--- src/rtl/line_clear_ctrl_if.sv ---
// rtl/line_clear_ctrl_if.sv - board memory bus between line_clear_ctrl and the board RAM
//
// Signals:
//   mem_wnr    write enable (controller -> memory)
//   mem_rowid  row address   (controller -> memory)
//   mem_wdata  write data    (controller -> memory)
//   mem_rdata  read data     (memory -> controller), combinational from mem_rowid
interface line_clear_ctrl_if #(
    parameter int COLS = 20
);
    logic            mem_wnr;
    logic [4:0]      mem_rowid;
    logic [COLS-1:0] mem_wdata;
    logic [COLS-1:0] mem_rdata;

    modport master (
        output mem_wnr,
        output mem_rowid,
        output mem_wdata,
        input  mem_rdata
    );

    modport slave (
        input  mem_wnr,
        input  mem_rowid,
        input  mem_wdata,
        output mem_rdata
    );
endinterface

--- src/rtl/line_clear_ctrl.sv ---
// rtl/line_clear_ctrl.sv - removes full board rows and compacts the rest downward
//
// Ports:
//   clk            single clock, all state updates on its rising edge
//   reset_n        asynchronous active-low reset
//   start          request one pass; only looked at in IDLE
//   busy           high in every state except IDLE
//   done           one-cycle pulse at the end of a pass
//   lines_cleared  full rows removed by the most recent pass
//   mem            board memory bus (master side)
module line_clear_ctrl #(
    parameter int ROWS = 20,
    parameter int COLS = 20
) (
    input  logic              clk,
    input  logic              reset_n,
    input  logic              start,
    output logic              busy,
    output logic              done,
    output logic [4:0]        lines_cleared,
    line_clear_ctrl_if.master mem
);

    typedef enum logic [2:0] {
        IDLE,
        READ,
        WRITE,
        FILL,
        DONE
    } state_t;

    state_t          state;
    state_t          state_nx;
    logic [4:0]      rd_ptr;
    logic [4:0]      wr_ptr;
    logic [4:0]      cnt;
    logic [COLS-1:0] row_buf;
    logic            row_full;

    assign row_full = &mem.mem_rdata;

    always_ff @(posedge clk or negedge reset_n) begin
        if (!reset_n) begin
            state <= IDLE;
        end else begin
            state <= state_nx;
        end
    end

    always_comb begin
        state_nx      = state;
        busy          = (state != IDLE);
        done          = 1'b0;
        mem.mem_wnr   = 1'b0;
        mem.mem_rowid = 5'd0;
        mem.mem_wdata = '0;
        case (state)
            IDLE: begin
                if (start) begin
                    state_nx = READ;
                end
            end
            READ: begin
                mem.mem_rowid = rd_ptr;
                if (row_full) begin
                    // Full rows are dropped: no write, just move to the next row up.
                    if (rd_ptr == 5'd0) begin
                        state_nx = FILL;
                    end
                end else begin
                    state_nx = WRITE;
                end
            end
            WRITE: begin
                mem.mem_wnr   = 1'b1;
                mem.mem_rowid = wr_ptr;
                mem.mem_wdata = row_buf;
                state_nx      = (rd_ptr == 5'd0) ? FILL : READ;
            end
            FILL: begin
                if (cnt == 5'd0) begin
                    state_nx = DONE;
                end else begin
                    mem.mem_wnr   = 1'b1;
                    mem.mem_rowid = wr_ptr;
                    if (wr_ptr == 5'd0) begin
                        state_nx = DONE;
                    end
                end
            end
            DONE: begin
                done     = 1'b1;
                state_nx = IDLE;
            end
            default: begin
                state_nx = IDLE;
            end
        endcase
    end

    always_ff @(posedge clk or negedge reset_n) begin
        if (!reset_n) begin
            rd_ptr        <= 5'd0;
            wr_ptr        <= 5'd0;
            cnt           <= 5'd0;
            row_buf       <= '0;
            lines_cleared <= 5'd0;
        end else begin
            case (state)
                IDLE: begin
                    if (start) begin
                        rd_ptr <= 5'(ROWS - 1);
                        wr_ptr <= 5'(ROWS - 1);
                        cnt    <= 5'd0;
                    end
                end
                READ: begin
                    row_buf <= mem.mem_rdata;
                    if (row_full) begin
                        cnt <= cnt + 5'd1;
                        if (rd_ptr != 5'd0) begin
                            rd_ptr <= rd_ptr - 5'd1;
                        end
                    end
                end
                WRITE: begin
                    // wr_ptr never trails rd_ptr, so it only reaches 0 on the last row.
                    if (wr_ptr != 5'd0) begin
                        wr_ptr <= wr_ptr - 5'd1;
                    end
                    if (rd_ptr != 5'd0) begin
                        rd_ptr <= rd_ptr - 5'd1;
                    end
                end
                FILL: begin
                    if (cnt != 5'd0 && wr_ptr != 5'd0) begin
                        wr_ptr <= wr_ptr - 5'd1;
                    end
                    // Loaded as DONE is entered so the count is valid alongside done.
                    if (state_nx == DONE) begin
                        lines_cleared <= cnt;
                    end
                end
                default: begin
                end
            endcase
        end
    end

endmodule

--- src/flat_wrapper.sv ---
// flat-port wrapper written by rule: the top's interface ports become plain ports
module line_clear_ctrl_flat 
#(
    parameter int ROWS = 20,
    parameter int COLS = 20
)
  (clk, reset_n, start, busy, done, lines_cleared, mem_mem_wnr, mem_mem_rowid, mem_mem_wdata, mem_mem_rdata);
  line_clear_ctrl_if #(.COLS(COLS)) mem_i ();
  input  logic clk;
  input  logic reset_n;
  input  logic start;
  output logic busy;
  output logic done;
  output logic [4:0] lines_cleared;
  output wire logic [$bits(mem_i.mem_wnr)-1:0] mem_mem_wnr;
  output wire logic [$bits(mem_i.mem_rowid)-1:0] mem_mem_rowid;
  output wire logic [$bits(mem_i.mem_wdata)-1:0] mem_mem_wdata;
  input wire logic [$bits(mem_i.mem_rdata)-1:0] mem_mem_rdata;
  assign mem_mem_wnr = mem_i.mem_wnr;
  assign mem_mem_rowid = mem_i.mem_rowid;
  assign mem_mem_wdata = mem_i.mem_wdata;
  assign mem_i.mem_rdata = mem_mem_rdata;
  line_clear_ctrl #(.ROWS(ROWS), .COLS(COLS)) u_core (.clk(clk), .reset_n(reset_n), .start(start), .busy(busy), .done(done), .lines_cleared(lines_cleared), .mem(mem_i));
endmodule
--- config.mk ---
export PLATFORM = sky130hd
export DESIGN_NAME = line_clear_ctrl_flat
export DESIGN_NICKNAME = d
export VERILOG_FILES = /design/src/rtl/line_clear_ctrl_if.sv /design/src/rtl/line_clear_ctrl.sv /design/src/flat_wrapper.sv
export SDC_FILE = /design/constraint.sdc
export NUM_CORES = 1
export LEC_CHECK = 0
export CAP_MARGIN = 0
export CORE_UTILIZATION = 55
export CTS_BUF_LIST = sky130_fd_sc_hd__clkbuf_8
export DETAILED_ROUTE_END_ITERATION = 10
export PLACE_DENSITY_LB_ADDON = 0.12
export SETUP_SLACK_MARGIN = 0.05
export SLEW_MARGIN = 10
export SYNTH_ARGS = -nofsm -noshare
export SYNTH_HDL_FRONTEND = slang
export SYNTH_SLANG_ARGS = --single-unit
--- constraint.sdc ---
create_clock -name clk -period 4.31 [get_ports clk]
set_clock_uncertainty 0.15 [all_clocks]
set_input_delay 0.862 -clock clk [delete_from_list [all_inputs] [get_ports clk]]
set_output_delay 0.862 -clock clk [all_outputs]
set_load 0.02 [all_outputs]
==> qor.yml <==
max-slew-margin-rel: 0.3610
status: "completed"
ys_types: 41
viasPerCell: 5.690
drive_gt1_frac: 0.1604
leakagePower_nw: 1.239
rsz0062_at_grt: "false"
seq_area_frac_synth: 0.4772
synthesis.nets: 241
drt-initial-drc-count: 47
grt_pass1_vias: 1703
critical_path.endpoint: "mem_mem_rowid[3]"
timing.reg2reg.setup_slack_ns: 1.82
synth_commonest_cells: "dfrtp_1, mux2_2, and2_1"
grt_first_pass_wirelength_um: 7872
antenna_cells: 0
cp-start-kind: "flip-flop"
portBuffers: 55
syn_area_per_cell_um2: 10.64
syn_inst: 212
grt_use_total: 0.2415
fin_crit_ns: 3.648
reg2reg_depth: 5
wl_per_cell_um: 14.91
worst_pin_slew_ns: 0.9585
synth_warnings: 0
hpwl_um: 3293
vias: 1798
drc_errors: 0
cts.clk_slew.worst_paths_ns: 0.08
clockBufferDepth: 2
yosysTopAreaCell: "dfrtp_1"
synth_fa_ha_area_frac: 0.03330
core_mm2: 0.003799
required_ns: 3.30
period_share: 0.8463
cts_setup_buffers: 0
crit_type: "flip-flop to output port"
r2r-end: "u_core.cnt[4]"
irDropWorstVdd_mv: 0.4263
crit_fanout: 6
max_clock_freq_mhz: 274.2
dr.pass1.iters: 4
synthMostInstantiatedCell: "dfrtp_1"
total_power_mw: 1.730
synth_ff_type: "dfrtp_1"
row_count: 22
synth_compound_area_frac: 0.1021
clock_tree.root_cell: "clkbuf_8"
synth_top_area_share: 0.4772
die-area_mm2: 0.004359
ys_seq_elements: 43
yosys.area_share.xor_xnor: 0.007769
globalplace.congestion: 0.7789
synth.area.mux_share: 0.1249
finalSetupViolations: 0
synth-edff-count: 0
overflow: 0
die_y_um: 66.03
ant_nets: 0
hold_viol_final: 0
post-place-ws_ns: 1.040
clock_latency_ns: 0.29
min_path_type: "flip-flop to flip-flop"
clock-sinks: 43
htree_levels: 2
cts_resized: 0
ios: 56
cts_made_buffers: 5
hold_buffers: 0
power.density_mw_per_mm2: 589.2
end_kind: "output port"
nets: 296
worstPathArrival_ns: 2.64
fin_setup_tns_ns: 0
cts_tree: "done"
synth_area_mm2: 0.002255
area_delta_synth_final_pct: 30.24
r2r-start: "u_core.state[2]"
slew_violations: 0
crit_start: "u_core.cnt[0]"
async_flop_share: 1.000
synth_top_family_by_area: "simple AND/OR/NAND/NOR gates"
synth-simple-area-share: 0.2137
cap_violations: 0
start_util: 0.5935
netlist_top_cells_area: "dfrtp_1, mux2_2, and2_1, ha_1, nor2_1"
wirelength_um: 4711
postLayoutSetupSlackWorst_ns: 0.6624
grt_max_degree: 44
antenna_found_initial: 0
die_w_um: 66.03
==> worst max-delay path, cell delays in order, from the launching register on <==
cell and delay, ns:
dfrtp_1 0.43, inv_1 0.07, ha_1 0.20, nor4b_1 0.18, a211oi_1 0.63, a22o_1 0.23, clkdlybuf4s50_1 0.61
==> metal layers <==
metal  track usage  vias up  routed length [um]
met4       0.06649        0                  53
met1        0.3295      863                2197
li1              -      861                   -
met3       0.05517        8                 309
met5             0        -                   0
met2        0.3865       66                2150
==> sequential cells by signal (all words and copies together), names as in the netlist <==
name and cells:
u_core.cnt 5, u_core.lines_cleared 5, u_core.rd_ptr 5, u_core.row_buf 20, u_core.state 3, u_core.wr_ptr 5
==> worst min path at each step <==
stage                            start                      end  slack [ns]  depth (start not counted)
5_1_grt        u_core.lines_cleared[3]  u_core.lines_cleared[3]        0.37                          1
3_5_place_dp        u_core.row_buf[10]       u_core.row_buf[10]        0.34                          1
4_1_cts              u_core.row_buf[8]        u_core.row_buf[8]        0.36                          1
3_3_place_gp        u_core.row_buf[13]       u_core.row_buf[13]        0.33                          1
2_1_floorplan       u_core.row_buf[10]       u_core.row_buf[10]        0.32                          1
6_report            u_core.row_buf[14]       u_core.row_buf[14]        0.35                          1
==> cell families (layout without fill, tap and decap cells) <==
| kind of cell | Yosys count | after routing |
|---|---|---|
| flops | 43 | 43 |
| xor+xnor | 2 | 2 |
| fa+ha+maj | 6 | 6 |
| simple gates | 82 | 82 |
| mux | 25 | 25 |
| buf+inv | 21 | 77 |
| compound gates | 33 | 33 |
==> power by group <==
group	leakage [nW]	switching, mW	internal, mW
logic	0.665	0.417	0.411
clock network	0.0505	0.137	0.146
registers	0.524	0.0911	0.528
total	1.24	0.645	1.08
==> metrics by stage <==
| stage | utilization | hold slack [ns] | cell area (um2) | std cells |
|---|---|---|---|---|
| 2_1_floorplan | - | 0.3220 | 2255 | 212 |
| 3_3_place_gp | 0.7457 | 0.3303 | 2833 | 308 |
| 3_5_place_dp | 0.7457 | 0.3374 | 2833 | 308 |
| 4_1_cts | 0.7731 | 0.3556 | 2937 | 316 |
| 5_1_grt | 0.7731 | 0.3717 | 2937 | 316 |
| 6_report | 0.7731 | 0.3512 | 2937 | 316 |
==> area by class of cell <==
class                           instances  area (um2)
Clock buffer                            7       96.34
Clock inverter                          1       7.507
Inverter                               12       45.04
Sequential cell                        43        1076
Fill cell                             274       862.1
Multi-Input combinational cell        148        1091
Timing Repair Buffer                   57       560.5
Tap cell                               48       60.06
==> layout by cell type, fill, tap and decap left out, types with 2 or more instances in the layout <==
cell	n
a211oi_1	2
a21oi_1	9
a22o_1	5
a31oi_1	2
and2_1	21
buf_4	2
clkbuf_8	7
clkdlybuf4s50_1	54
dfrtp_1	43
ha_1	6
inv_1	12
mux2_2	25
nand2_1	5
nand2b_1	2
nand3_1	4
nand4_1	6
nor2_1	20
nor3_1	4
nor4_1	3
nor4b_1	3
o21ai_0	3
o31ai_1	6
or2_1	2
or3_1	2
or4_1	2
xnor2_1	2
Note: power is estimated with default switching activity, not from simulation.
